==> src/rtl/fifo_wr_arb_pkg.sv <==
// Shared types and constants for the FIFO write-port arbiter.
// Optional header-byte tagging is enabled with the FIFO_WR_ARB_TAG_EN macro.
package fifo_wr_arb_pkg;

  typedef enum logic [1:0] {
    IDLE  = 2'd0,
    HDR   = 2'd1,
    BURST = 2'd2
  } arb_state_t;

  localparam logic [3:0] HDR_NIBBLE = 4'hA;

  // Width of a requester index; never narrower than one bit.
  function automatic int id_width(input int n);
    return (n > 2) ? $clog2(n) : 1;
  endfunction

endpackage

==> src/rtl/fifo_wr_arbiter_rr_pick.sv <==
// Combinational round-robin picker: first set request bit searching upward
// from last+1, wrapping modulo NUM_REQ.
module rr_pick #(
  parameter int NUM_REQ = 4,
  parameter int IDW     = 2
) (
  input  logic [NUM_REQ-1:0] req,
  input  logic [IDW-1:0]     last,
  output logic [IDW-1:0]     grant,
  output logic               any_req
);

  logic [IDW-1:0] cand  [NUM_REQ];
  logic [IDW-1:0] chain [NUM_REQ+1];

  // chain[gi] holds the winner among candidates gi..NUM_REQ-1, so
  // chain[0] favours the candidate closest after last.
  assign chain[NUM_REQ] = last;

  for (genvar gi = 0; gi < NUM_REQ; gi++) begin : g_cand
    assign cand[gi]  = IDW'((int'(last) + gi + 1) % NUM_REQ);
    assign chain[gi] = req[cand[gi]] ? cand[gi] : chain[gi+1];
  end

  assign grant   = chain[0];
  assign any_req = |req;

endmodule

==> src/rtl/fifo_wr_arbiter.sv <==
// Round-robin burst arbiter sharing one FIFO write port among NUM_REQ byte
// producers. Define FIFO_WR_ARB_TAG_EN to prefix each burst with a header byte.
module fifo_wr_arbiter
  import fifo_wr_arb_pkg::*;
#(
  parameter int  NUM_REQ   = 4,
  parameter int  BURST_LEN = 4,
  localparam int IDW       = id_width(NUM_REQ)
) (
  input  logic                 clk,
  input  logic                 rst,
  input  logic [NUM_REQ-1:0]   req_valid,
  input  logic [8*NUM_REQ-1:0] req_data,
  output logic [NUM_REQ-1:0]   req_ready,
  input  logic                 fifo_full,
  output logic [7:0]           fifo_din,
  output logic                 fifo_wr_en,
  output logic [IDW-1:0]       grant_id,
  output logic                 busy
);

  arb_state_t     state_reg, state_next;
  logic [IDW-1:0] grant_id_reg, grant_next;
  logic [IDW-1:0] last_grant_reg, last_next;
  logic [3:0]     burst_cnt_reg, cnt_next;

  logic [IDW-1:0] pick_idx;
  logic           any_req;
  logic           wr_en_c;
  logic [7:0]     din_c;
  logic           ready_en;
  logic           sel_valid;
  logic [7:0]     sel_byte;
  logic [7:0]     req_bytes [NUM_REQ];

  rr_pick #(
    .NUM_REQ (NUM_REQ),
    .IDW     (IDW)
  ) u_rr_pick (
    .req     (req_valid),
    .last    (last_grant_reg),
    .grant   (pick_idx),
    .any_req (any_req)
  );

  for (genvar gi = 0; gi < NUM_REQ; gi++) begin : g_bytes
    assign req_bytes[gi] = req_data[8*gi +: 8];
  end

  assign sel_valid = req_valid[grant_id_reg];
  assign sel_byte  = req_bytes[grant_id_reg];

`ifdef FIFO_WR_ARB_TAG_EN
  logic [2:0] gid3;
  assign gid3 = 3'(grant_id_reg);
`endif

  always_comb begin
    state_next = state_reg;
    grant_next = grant_id_reg;
    last_next  = last_grant_reg;
    cnt_next   = burst_cnt_reg;
    wr_en_c    = 1'b0;
    din_c      = 8'h00;
    ready_en   = 1'b0;
    case (state_reg)
      IDLE: begin
        if (any_req) begin
          grant_next = pick_idx;
          last_next  = pick_idx;
          cnt_next   = 4'd0;
`ifdef FIFO_WR_ARB_TAG_EN
          state_next = HDR;
`else
          state_next = BURST;
`endif
        end
      end
`ifdef FIFO_WR_ARB_TAG_EN
      HDR: begin
        wr_en_c = ~fifo_full;
        din_c   = {HDR_NIBBLE, 1'b0, gid3};
        if (!fifo_full) state_next = BURST;
      end
`endif
      BURST: begin
        ready_en = ~fifo_full;
        wr_en_c  = sel_valid & ~fifo_full;
        din_c    = sel_byte;
        // A stalled but still-valid grantee keeps the grant and its count.
        if (!sel_valid) begin
          state_next = IDLE;
        end else if (!fifo_full) begin
          cnt_next = burst_cnt_reg + 4'd1;
          if (cnt_next == 4'(BURST_LEN)) state_next = IDLE;
        end
      end
      default: state_next = IDLE;
    endcase
  end

  always_ff @(posedge clk) begin
    if (rst) begin
      state_reg      <= IDLE;
      grant_id_reg   <= '0;
      last_grant_reg <= IDW'(NUM_REQ - 1);
      burst_cnt_reg  <= 4'd0;
    end else begin
      state_reg      <= state_next;
      grant_id_reg   <= grant_next;
      last_grant_reg <= last_next;
      burst_cnt_reg  <= cnt_next;
    end
  end

  // Outputs are masked during reset so a byte presented then is never taken.
  for (genvar gi = 0; gi < NUM_REQ; gi++) begin : g_ready
    assign req_ready[gi] = ready_en & ~rst & (grant_id_reg == IDW'(gi));
  end

  assign fifo_wr_en = wr_en_c & ~rst;
  assign fifo_din   = fifo_wr_en ? din_c : 8'h00;
  assign grant_id   = grant_id_reg;
  assign busy       = (state_reg != IDLE);

endmodule

==> config.mk <==
export PLATFORM = sky130hd
export DESIGN_NAME = fifo_wr_arbiter
export DESIGN_NICKNAME = d
export VERILOG_FILES = /design/src/rtl/fifo_wr_arb_pkg.sv /design/src/rtl/fifo_wr_arbiter_rr_pick.sv /design/src/rtl/fifo_wr_arbiter.sv
export SDC_FILE = /design/constraint.sdc
export NUM_CORES = 1
export LEC_CHECK = 0
export CORE_MARGIN = 8
export CORE_UTILIZATION = 39
export CTS_CLUSTER_DIAMETER = 120
export DETAILED_ROUTE_END_ITERATION = 8
export HOLD_SLACK_MARGIN = 0.1
export PLACE_DENSITY_LB_ADDON = 0.1
export SLEW_MARGIN = 20
export SYNTH_ARGS = -nofsm -noshare
export SYNTH_HDL_FRONTEND = slang
export SYNTH_SLANG_ARGS = --single-unit
==> constraint.sdc <==
create_clock -name clk -period 2.85 [get_ports clk]
set_input_delay 0.57 -clock clk [delete_from_list [all_inputs] [get_ports clk]]
set_output_delay 0.57 -clock clk [all_outputs]
set_load 0.01 [all_outputs]
# Word-level counts from Yosys, hierarchy flattened

Index checks and enable logic that the tools add are counted.

Logic and storage cells: 75
Input bits: 39
Flip-flop bits (word level): 10

Multiplexer cells: 30
Bitwise operators: 10
Equality and inequality tests: 10
Reduce and logical (&&, ||, !) cells: 8
Add/subtract/negate cells: 7
Magnitude comparators: 6

Operator list:

| cell                                                     | number |
|---|---|
| two-way mux 8 bit                                        | 4 |
| binary-select mux 8 bit (select 2 bit)                   | 1 |
| two-way mux 2 bit                                        | 8 |
| < comparator 2 x 3 -> 1 bit, second input constant       | 5 |
| two-way mux 4 bit                                        | 3 |
| adder 2 bit, second input constant                       | 5 |
| binary-select mux 1 bit (select 2 bit)                   | 5 |
| one-hot mux 4 bit (2 select lines)                       | 1 |
| AND 1 bit                                                | 7 |
| two-way mux 1 bit                                        | 7 |
| == test 2 bit, second input constant                     | 3 |
| != test 2 bit, second input constant                     | 3 |
| != test 3 bit, second input constant                     | 2 |
| adder 4 x 1 -> 4 bit, second input constant              | 1 |
| == test 4 x 3 -> 1 bit, second input constant            | 1 |
| logical NOT 2 bit                                        | 2 |
| one-hot mux 2 bit (2 select lines)                       | 1 |
| AND reduction 4 bit                                      | 1 |
| nonzero test 2 bit                                       | 2 |
| OR reduction 4 bit                                       | 1 |
| greater-or-equal comparator 3 bit, second input constant | 1 |
| inverter 2 -> 3 bit                                      | 1 |
| AND reduction 3 bit                                      | 1 |
| adder 2 x 1 -> 2 bit, second input constant              | 1 |
| other kinds (3)                                          | 4 |

# Longest topological paths before layout

Gate-level depths: netlist of run 1.

Depth after elaboration: 8
Depth in mapped cells: 6

# By module

A second synthesis of run 1 with hierarchy kept.

Cell total of the unflattened synthesis: 96
Area, all modules: 875.8 um^2

By module, submodules not included:

| module          | times used | area an instance (um^2) | seq. area each (um^2) | cells an instance |
|---|---|---|---|---|
| fifo_wr_arbiter | 1          | 803.3                   | 180.2                 | 82 |
| rr_pick         | 1          | 72.6                    | 0.0                   | 14 |

# Worst setup path before layout of run 1

No wires, ideal clock.

Path kind: input-to-output
Start point: input port req_valid[3]
End point: output port fifo_din[0]
Path slack: 0.794 ns
Stages: 5
Data arrival time: 1.486 ns
Cells stage by stage: mux2_1 > and2_1 > buf_2 > o21ai_4 > nor2b_1

Word-level cells in the longest chain between the ends: 6

RTL lines:

| what                                    | RTL line               | source |
|---|---|---|
| start: declaration                      | fifo_wr_arbiter.sv:12  | `input logic [NUM_REQ-1:0] req_valid,` |
| binary-select mux 1 bit (select 2 bit)  | fifo_wr_arbiter.sv:50  | `assign sel_valid = req_valid[grant_id_reg];` |
| two-way mux 1 bit (implied by the code) | fifo_wr_arbiter.sv:50  |  |
| AND 1 bit                               | fifo_wr_arbiter.sv:88  | `wr_en_c = sel_valid & ~fifo_full;` |
| two-way mux 1 bit                       | fifo_wr_arbiter.sv:66  | `case (state_reg)` |
| AND 1 bit                               | fifo_wr_arbiter.sv:121 | `assign fifo_wr_en = wr_en_c & ~rst;` |
| two-way mux 8 bit                       | fifo_wr_arbiter.sv:122 | `assign fifo_din = fifo_wr_en ? din_c : 8'h00;` |
| end: declaration                        | fifo_wr_arbiter.sv:16  | `output logic [7:0] fifo_din,` |

No other way between the ends. The select of a mux whose other input is x is not followed.

# Worst setup path after layout of run 1

Start point: input port fifo_full
End point: output port req_ready[1]

Word-level cells in the longest chain between the ends: 4

RTL lines:

| what                   | RTL line               | source |
|---|---|---|
| start: declaration     | fifo_wr_arbiter.sv:15  | `input logic fifo_full,` |
| inverter 1 bit         | fifo_wr_arbiter.sv:87  | `ready_en = ~fifo_full;` |
| two-way mux 1 bit      | fifo_wr_arbiter.sv:66  |  |
| AND 1 bit (2 in a row) | fifo_wr_arbiter.sv:118 | `assign req_ready[gi] = ready_en & ~rst & (grant_id_reg == IDW'(gi));` |
| end: declaration       | fifo_wr_arbiter.sv:14  | `output logic [NUM_REQ-1:0] req_ready,` |

No other way between the ends.

==> results of run 1 <==
==> worst max-delay path, stage by stage <==
cell and delay, ps:
clkdlybuf4s50_1 440, nand2b_1 200, buf_4 180, nor4_1 200, clkdlybuf4s50_1 600
==> cell type report <==
| type | count | area [um2] | area share [%] |
|---|---|---|---|
| Multi-Input combinational cell | 78 | 663 | 42.2 |
| Inverter | 7 | 26.3 | 1.67 |
| Clock buffer | 4 | 26.3 | 1.67 |
| Tap cell | 28 | 35.0 | 2.23 |
| Timing Repair Buffer | 67 | 641 | 40.7 |
| Sequential cell | 9 | 181 | 11.5 |
==> power breakdown <==
group	internal (uW)	switching [uW]	leakage, uW
combinational	132	78.1	0.000580
sequential	136	21.1	0.0000742
clock	53.9	44.1	0.0000150
total	322	143	0.000669
==> stage by stage <==
stage	worst slack [ps]	hold WS, ps	util, %	area [um2]
after floorplan	794	472	-	877
after global placement	-62.2	480	69.1	1500
after detailed placement	-74.1	491	69.1	1500
after CTS	2.96	499	71.8	1560
after global routing	17.5	529	72.5	1570
final	83.7	498	72.5	1570
==> placed cells by master, fill, tap and decap left out, types with 6 or more instances in the layout <==
cell type and n:
a21oi_1 10, nor2b_1 9, dlygate4sd2_1 6, o2111ai_1 6, dfxtp_1 8, inv_1 6, clkdlybuf4s50_1 44, buf_4 13
mux4_2 8, nand2_1 7
==> cell families after synthesis <==
logic type	after synthesis
compound gates	30
flops	9
mux	10
buf+inv	15
fa+ha+maj	2
xor+xnor	2
simple gates	33
==> timing repair <==
action,in CTS,in global routing
pin swaps,2,0
hold endpoints to repair,0,0
resized for setup,11,5
gates cloned,1,0
setup buffers,2,0
hold buffers,0,0
setup endpoints to repair,9,5
==> path summary, 6_finish.rpt <==
path              cells after the start                           from                       endpoint
setup / recovery                      5                      fifo_full                   req_ready[1]
hold / removal                        2  burst_cnt_reg[3]$_SDFFE_PP0P_  burst_cnt_reg[3]$_SDFFE_PP0P_
setup reg to reg                      5       grant_id[1]$_SDFFE_PP0P_      state_reg[1]$_SDFFE_PP0P_
hold reg to reg                       2  burst_cnt_reg[3]$_SDFFE_PP0P_  burst_cnt_reg[3]$_SDFFE_PP0P_
==> per-layer routing <==
metal / part of all wire (%) / global-route usage, % / routed length (um)
met1: 47 / 18.7 / 1440
met2: 45 / 24.0 / 1380
met3: 7.5 / 3.18 / 230
met4: 0.26 / 3.06 / 8
met5: 0 / 0 / 0
==> out/metrics.cfg, run 1 <==
[logic_synthesis]
synth_compound_area_share_pct = 24.5
synth_cell_types = 34
syn-num-nets = 142
syn_inst = 101
synth_simple_gate_area_share_pct = 20.1
syn_area_per_cell_um2 = 8.68
synthAdderAreaFrac_pct = 2.85
synthDominantCellAreaShare_pct = 20.5
synth_common_cells = a21oi_1 (10), dfxtp_1 (9), nor2b_1 (9)
synthArstFlopShare_pct = 0
synthMuxAreaShare_pct = 23.0
synth_top_family_by_area = compound AO/OA/AOI/OAI gates
ys.flop_type = dfxtp_1
synth_edf_count = 0
synth-xor-area-share_pct = 2.00
netlist_area_um2 = 877
synth_area_leaders = dfxtp_1 (21%), mux4_2 (21%), nor2b_1 (6.4%)
synth_seq_cells = 9
synth_most_common_cell = a21oi_1
ys_warn_count = 0
yosysTopAreaCell = dfxtp_1
ys_seq_area_share_pct = 20.5

[cells_and_area]
syn2layout_area_growth_pct = 79.3
num-fill-cells = 162
final_nets = 207
antenna_cells = 0
final_cells = 193
largest_reg_flops = 4
drive_above_1_share_pct = 19.4

[floorplanning]
die_h_um = 63.4
io_pins = 55
coreArea_um2 = 2170
dieWidth_um = 63.4
start_util_pct = 40.4
die-area_um2 = 4020
rows = 17

[timing]
fin_setup_tns_ps = 0
slew_violations = 0
hold_viol = 0
finClkSkew_ps = 2.05
max_freq_ghz = 0.361
tightest_slew_ps = 406
max_slew_margin_pct = 72.9
min_period_ps = 2770
finalSetupViolations = 0
rsz0062_at_grt = no
post-route-period-util_pct = 97.1

[cts]
path_clk_slew_ps = 60
clock_sinks = 9
cts_buffers = 3
h-tree-depth = 1
clk_latency_ps = 260
cts_tree = built
cts_root_buffer = clkbuf_4
clk_path_buf_depth = 2

[global_route]
grt_use_total_pct = 14.5
grt_pass1_vias = 1065
grt_max_degree = 17
antenna_found_initial = 0
grt_overflow = 0
grt_pass1_wl_um = 4950

[placement]
dp_hpwl_um = 2440
place_congestion = 0.847
io_buffer_count = 54
dp.cells = 186

[run_status]
outcome = finished, final reports clean

[power]
ir_drop_mv = 0.314
power_leakage_uw = 0.000669
power_uw = 465
p_per_area_nw_per_um2 = 296

[route]
final_antenna_net_count = 0
drt_iter0_markers = 51
drt_pass1_iterations = 4
route.detailed.drc = 0
via_count = 1042
routed_wl_um = 3060
vias_per_cell = 5.40
wl_per_cell_um = 15.8

[flow_run]
cap_violations = 0

[critical_path]
rrSetupSlack_ps = 1320
worstPathRequired_ps = 2280
end_kind = output port
cp.arrival_ps = 2200
critPathMaxFanout = 7
worstSetupPathType = in -> out
cp-start-kind = input pin

[hold_path]
hold_class = reg -> reg

No activity file was read; power rests on OpenSTA's default activity.
==> inputs of run 2 (changes only) <==
--- a/config.mk
+++ b/config.mk
@@ -11,6 +11,7 @@
 export DETAILED_ROUTE_END_ITERATION = 8
 export HOLD_SLACK_MARGIN = 0.1
 export PLACE_DENSITY_LB_ADDON = 0.1
+export SKIP_LAST_GASP = 1
 export SLEW_MARGIN = 20
 export SYNTH_ARGS = -nofsm -noshare
 export SYNTH_HDL_FRONTEND = slang
==> out/metrics.cfg, run 2 (same netlist as run 1, synthesis figures left out) <==
[run_status]
outcome = finished, final reports clean

[power]
power_uw = 465  ; about the same
p_int_uw = 322  ; about the same
seq_power_share_pct = 33.7  ; about the same
clkPwrFrac_pct = 21.1  ; about the same
power_leakage_uw = 0.000651  ; -2.6%
ir_drop_mv = 0.314  ; unchanged
power_frac_comb_pct = 45.3  ; about the same
swShare_pct = 30.8  ; about the same
p_per_area_nw_per_um2 = 296  ; +0.19%
power.switching_uw = 143  ; about the same

[global_route]
antenna_found_initial = 0  ; unchanged
grt_use_total_pct = 14.5  ; unchanged
grt_overflow = 0  ; unchanged
grt_pass1_wl_um = 4950  ; unchanged
grt_pass1_vias = 1065  ; unchanged
grt_max_degree = 17  ; unchanged

[timing]
rsz0062_at_grt = yes
finClkSkew_ps = 2.05  ; unchanged
min_period_ps = 2770  ; unchanged
post-route-period-util_pct = 97.1  ; unchanged
slew_violations = 0  ; unchanged
finalSetupViolations = 0  ; unchanged
hold-worst-slack_ps = 498  ; unchanged
max_slew_margin_pct = 72.9  ; about the same
max_freq_ghz = 0.361  ; unchanged
hold_viol = 0  ; unchanged
tightest_slew_ps = 406  ; -0.00572 ps
fin_setup_tns_ps = 0  ; unchanged

[cells_and_area]
mostFrequentLayoutCells = clkdlybuf4s50_1 (45), buf_4 (13), a21oi_1 (10)
largest_reg_flops = 4  ; unchanged
final_common_cell = clkdlybuf4s50_1
drive_above_1_share_pct = 19.4  ; unchanged
antenna_cells = 0  ; unchanged
final_nets = 207  ; unchanged
syn2layout_area_growth_pct = 79.0
num-fill-cells = 161  ; -0.62%

[route]
drt_pass1_iterations = 4  ; unchanged
wl_per_cell_um = 15.8  ; -0.16%
via_count = 1042  ; unchanged
routed_wl_um = 3050  ; -0.16%
route.detailed.drc = 0  ; unchanged
drt_iter0_markers = 51  ; unchanged
final_antenna_net_count = 0  ; unchanged
vias_per_cell = 5.40  ; unchanged

[placement]
dp_hpwl_um = 2440  ; unchanged
io_buffer_count = 54  ; unchanged
place_congestion = 0.847  ; unchanged

[hold_path]
holdPathEnd = burst_cnt_reg[3]$_SDFFE_PP0P_
min-delay-start = burst_cnt_reg[3]$_SDFFE_PP0P_
hold_depth = 2  ; unchanged
hold_class = reg -> reg

[floorplanning]
start_util_pct = 40.4  ; unchanged
rows = 17  ; unchanged
dieWidth_um = 63.4  ; unchanged
io_pins = 55  ; unchanged
die_h_um = 63.4  ; unchanged
die-area_um2 = 4020  ; unchanged
coreArea_um2 = 2170  ; unchanged

[critical_path]
end_kind = output port
worstSetupPathType = in -> out
r2r_end = state_reg[1]$_SDFFE_PP0P_
reg2reg_from = grant_id[1]$_SDFFE_PP0P_
cp-start-kind = input pin
critPathMaxFanout = 7  ; unchanged
cp.arrival_ps = 2200  ; about the same
worstPathRequired_ps = 2280  ; about the same
r2r_cells = 5  ; unchanged
rrSetupSlack_ps = 1320  ; about the same

[cts]
ctsHoldBuffers = 0  ; unchanged
cts_root_buffer = clkbuf_4
clock_sinks = 9  ; unchanged
cts_buffers = 3  ; unchanged
h-tree-depth = 1  ; unchanged
clk_latency_ps = 260  ; about the same
clk_path_buf_depth = 2  ; unchanged
cts_tree = built
path_clk_slew_ps = 60  ; about the same

[flow_run]
cap_violations = 0  ; unchanged

-- run 2: worst max-delay path, stage by stage --
cell and delay, ps:
clkdlybuf4s50_1 440, nand2b_1 200, buf_4 180, nor4_1 200, clkdlybuf4s50_1 600
-- run 2: how the worst max path moves through the flow --
stage	start	end	cells past startpoint
after floorplan	req_valid[3]	fifo_din[0]	5
after global placement	req_valid[3]	fifo_din[0]	6
after detailed placement	req_valid[3]	fifo_din[1]	6
after CTS	req_valid[3]	fifo_wr_en	6
after global routing	fifo_full	req_ready[0]	5
final	fifo_full	req_ready[1]	5
-- run 2: repair_timing --
item | 4_1_cts | 5_1_grt
endpoints found under the setup margin | 9 | 5
gates cloned | 1 | 0
setup buffers | 2 | 0
gates resized for setup | 11 | 4
pin swaps | 2 | 0
-- run 2: through the flow --
stage	util, %	setup WS, ps	area (um2)	cells
2_1_floorplan	-	794	877	101
3_3_place_gp	69.1	-62.2	1500	186
3_5_place_dp	69.1	-74.1	1500	186
4_1_cts	71.8	2.96	1560	193
5_1_grt	72.4	-2.97	1570	193
6_report	72.4	83.7	1570	193
-- run 2: area by class of cell --
| class | instances | area, um2 | share of cell area (%) |
|---|---|---|---|
| flip-flops and latches | 9 | 181 | 11.6 |
| multi-input cells | 78 | 663 | 42.2 |
| clock buffers | 4 | 26.3 | 1.67 |
| inverters | 7 | 26.3 | 1.67 |
| well taps | 28 | 35.0 | 2.23 |
| repair buffers | 67 | 638 | 40.6 |
-- run 2: layer usage --
metal | GRT usage [%] | part of all wire, % | up-vias | wire (um)
li1 | - | - | 519 | -
met4 | 3.06 | 0.26 | 0 | 8
met2 | 24.0 | 45 | 41 | 1380
met1 | 18.7 | 47 | 480 | 1440
met3 | 3.18 | 7.5 | 2 | 230
met5 | 0 | 0 | - | 0
-- run 2: power groups by stage --
stage	Clock, uW	Combinational [uW]	Sequential [uW]
3_3_place_gp	0	202	159
4_1_cts	100	211	157
2_1_floorplan	0	111	149
3_5_place_dp	0	204	159
6_report	98.1	211	157
5_1_grt	103	227	161
==> inputs of run 3 (changes only) <==
--- a/config.mk
+++ b/config.mk
@@ -6,7 +6,7 @@
 export NUM_CORES = 1
 export LEC_CHECK = 0
 export CORE_MARGIN = 8
-export CORE_UTILIZATION = 39
+export CORE_UTILIZATION = 36
 export CTS_CLUSTER_DIAMETER = 120
 export DETAILED_ROUTE_END_ITERATION = 8
 export HOLD_SLACK_MARGIN = 0.1
==> constraint.sdc (replaced) <==
create_clock -name clk -period 2.7 [get_ports clk]
set_input_delay 0.54 -clock clk [delete_from_list [all_inputs] [get_ports clk]]
set_output_delay 0.54 -clock clk [all_outputs]
set_load 0.01 [all_outputs]
==> out/metrics.cfg, run 3 (same netlist as run 1, synthesis figures left out) <==
[critical_path]
end_kind = output port
cp.arrival_ps = 2080  ; -120 ps
worstSetupPathType = in -> out
critPathMaxStageDelay_ps = 420  ; -180 ps
path_cells = clkdlybuf4s50_1 > mux2_2 > and2_4 > o21ai_4 > buf_4 > nor2b_1 > clkdlybuf4s15_1
cp-start-kind = input pin
worstPathRequired_ps = 2160  ; -120 ps
cp_slowest_cell = clkdlybuf4s50_1
critPathMaxFanout = 5  ; -2

[placement]
dp_hpwl_um = 2570  ; +5.6%
place_area_um2 = 1530  ; +2.0%
io_buffer_count = 54  ; unchanged
place_congestion = 0.824  ; -2.8%

[floorplanning]
dieWidth_um = 65.4  ; +3.1%
die-area_um2 = 4270  ; +6.2%
rows = 18  ; +1
start_util_pct = 36.7  ; -3.7 points
io_pins = 55  ; unchanged
coreArea_um2 = 2390  ; +10%
die_h_um = 65.4  ; +3.1%

[cts]
cts_buffers = 3  ; unchanged
ctsHoldBuffers = 0  ; unchanged
cts_tree = built
clock_sinks = 9  ; unchanged
path_clk_slew_ps = 60  ; about the same
h-tree-depth = 1  ; unchanged
clk_latency_ps = 250  ; about the same
cts_root_buffer = clkbuf_4
clk_path_buf_depth = 2  ; unchanged

[timing]
slew_violations = 0  ; unchanged
max_freq_ghz = 0.382
rsz0062_at_grt = no
post-route-period-util_pct = 97.0
min_period_ps = 2620
finClkSkew_ps = 0.331  ; -1.72 ps
hold_viol = 0  ; unchanged
tightest_slew_ps = 283  ; -123 ps
max_slew_margin_pct = 81.1  ; +8.2 points
finalSetupViolations = 0  ; unchanged

[global_route]
grt_use_total_pct = 14.6  ; +0.13 points
grt_max_degree = 16  ; -1
grt_pass1_wl_um = 5110  ; +3.3%
grt_overflow = 0  ; unchanged
antenna_found_initial = 0  ; unchanged
grt_pass1_vias = 1096  ; +2.9%

[cells_and_area]
antenna_cells = 0  ; unchanged
final_nets = 213  ; +2.9%
drive_above_1_share_pct = 22.2  ; +2.8 points
design_area_um2 = 1630  ; +3.7%
mostFrequentLayoutCells = clkdlybuf4s50_1 (43), buf_4 (18), a21oi_1 (10)
largest_reg_flops = 4  ; unchanged
fin_util_pct = 68.2  ; -4.1 points
syn2layout_area_growth_pct = 85.7
final_common_cell = clkdlybuf4s50_1

[route]
final_antenna_net_count = 0  ; unchanged
drt_iter0_markers = 61  ; +20%
routed_wl_um = 3230  ; +5.8%
drt_pass1_iterations = 4  ; unchanged
route.detailed.drc = 0  ; unchanged
vias_per_cell = 5.27  ; -2.3%
via_count = 1060  ; +1.7%
wl_per_cell_um = 16.1  ; +1.6%

[power]
p_per_area_nw_per_um2 = 310  ; +4.8%
power_uw = 506  ; +8.7%
power_leakage_uw = 0.000688  ; +5.7%
ir_drop_mv = 0.343  ; +8.9%

[hold_path]
hold_class = reg -> reg

[flow_run]
cap_violations = 0  ; unchanged

[run_status]
outcome = finished, final reports clean

-- run 3: changes by cell type in the layout (fill, tap and decap cells not counted) --
cell | before | now
dfxtp_2 | 1 | 0
dlygate4sd2_1 | 6 | 7
buf_12 | 0 | 1
mux2_1 | 1 | 0
and2_4 | 0 | 1
dfxtp_1 | 8 | 9
mux2_2 | 0 | 1
and2_2 | 1 | 0
buf_4 | 13 | 18
clkdlybuf4s15_1 | 0 | 1
clkdlybuf4s50_1 | 45 | 43
-- run 3: per-stage QoR --
stage	hold WS, ps	TNS [ps]	cells	setup slack [ps]
final	499	0	201	80.4
after global routing	538	0	201	3.66
after CTS	505	-111	199	-85.2
after detailed placement	495	-1590	190	-220
after global placement	490	-1290	190	-148
after floorplan	472	0	101	704
-- run 3: report_power, final --
| group | leakage [uW] | internal (uW) | switching, uW |
|---|---|---|---|
| Sequential | 0.0000739 | 143 | 12.1 |
| Combinational | 0.000599 | 154 | 96.6 |
| Clock | 0.0000150 | 56.8 | 44.1 |
-- run 3: layout make-up --
class,instances,area [um2]
multi-input combinational,78,664
timing repair buffer,73,694
clock buffer,4,26.3
fill,210,758
sequential,9,180
inverter,7,26.3
tap,30,37.5
-- run 3: layer usage --
layer / share of wire [%] / GRT usage [%]
met5: 0 / 0
met3: 7.4 / 3.06
met4: 0.40 / 3.27
met1: 45 / 17.3
met2: 47 / 26.2
-- run 3: timing repair --
item | 4_1_cts | 5_1_grt
resized for setup | 10 | 9
hold endpoints to repair | 0 | 0
endpoints found under the setup margin | 9 | 10
gates cloned | 1 | 0
pin swaps | 1 | 4
buffers inserted | 4 | 3
-- run 3: final timing paths --
check	start	endpoint	slack [ps]	cells after the start
worst max-delay path	req_valid[1]	fifo_din[5]	80	7
worst min-delay path	burst_cnt_reg[3]$_SDFFE_PP0P_	burst_cnt_reg[3]$_SDFFE_PP0P_	500	2
worst max register to register	grant_id[1]$_SDFFE_PP0P_	burst_cnt_reg[1]$_SDFFE_PP0P_	1130	7
worst min register to register	burst_cnt_reg[3]$_SDFFE_PP0P_	burst_cnt_reg[3]$_SDFFE_PP0P_	500	2
-- run 3: critical path, delay by kind of cell --
kind            cells  cell delay, ps
simple gates        2             230
mux                 1             280
buf+inv             3             820
compound gates      1             220
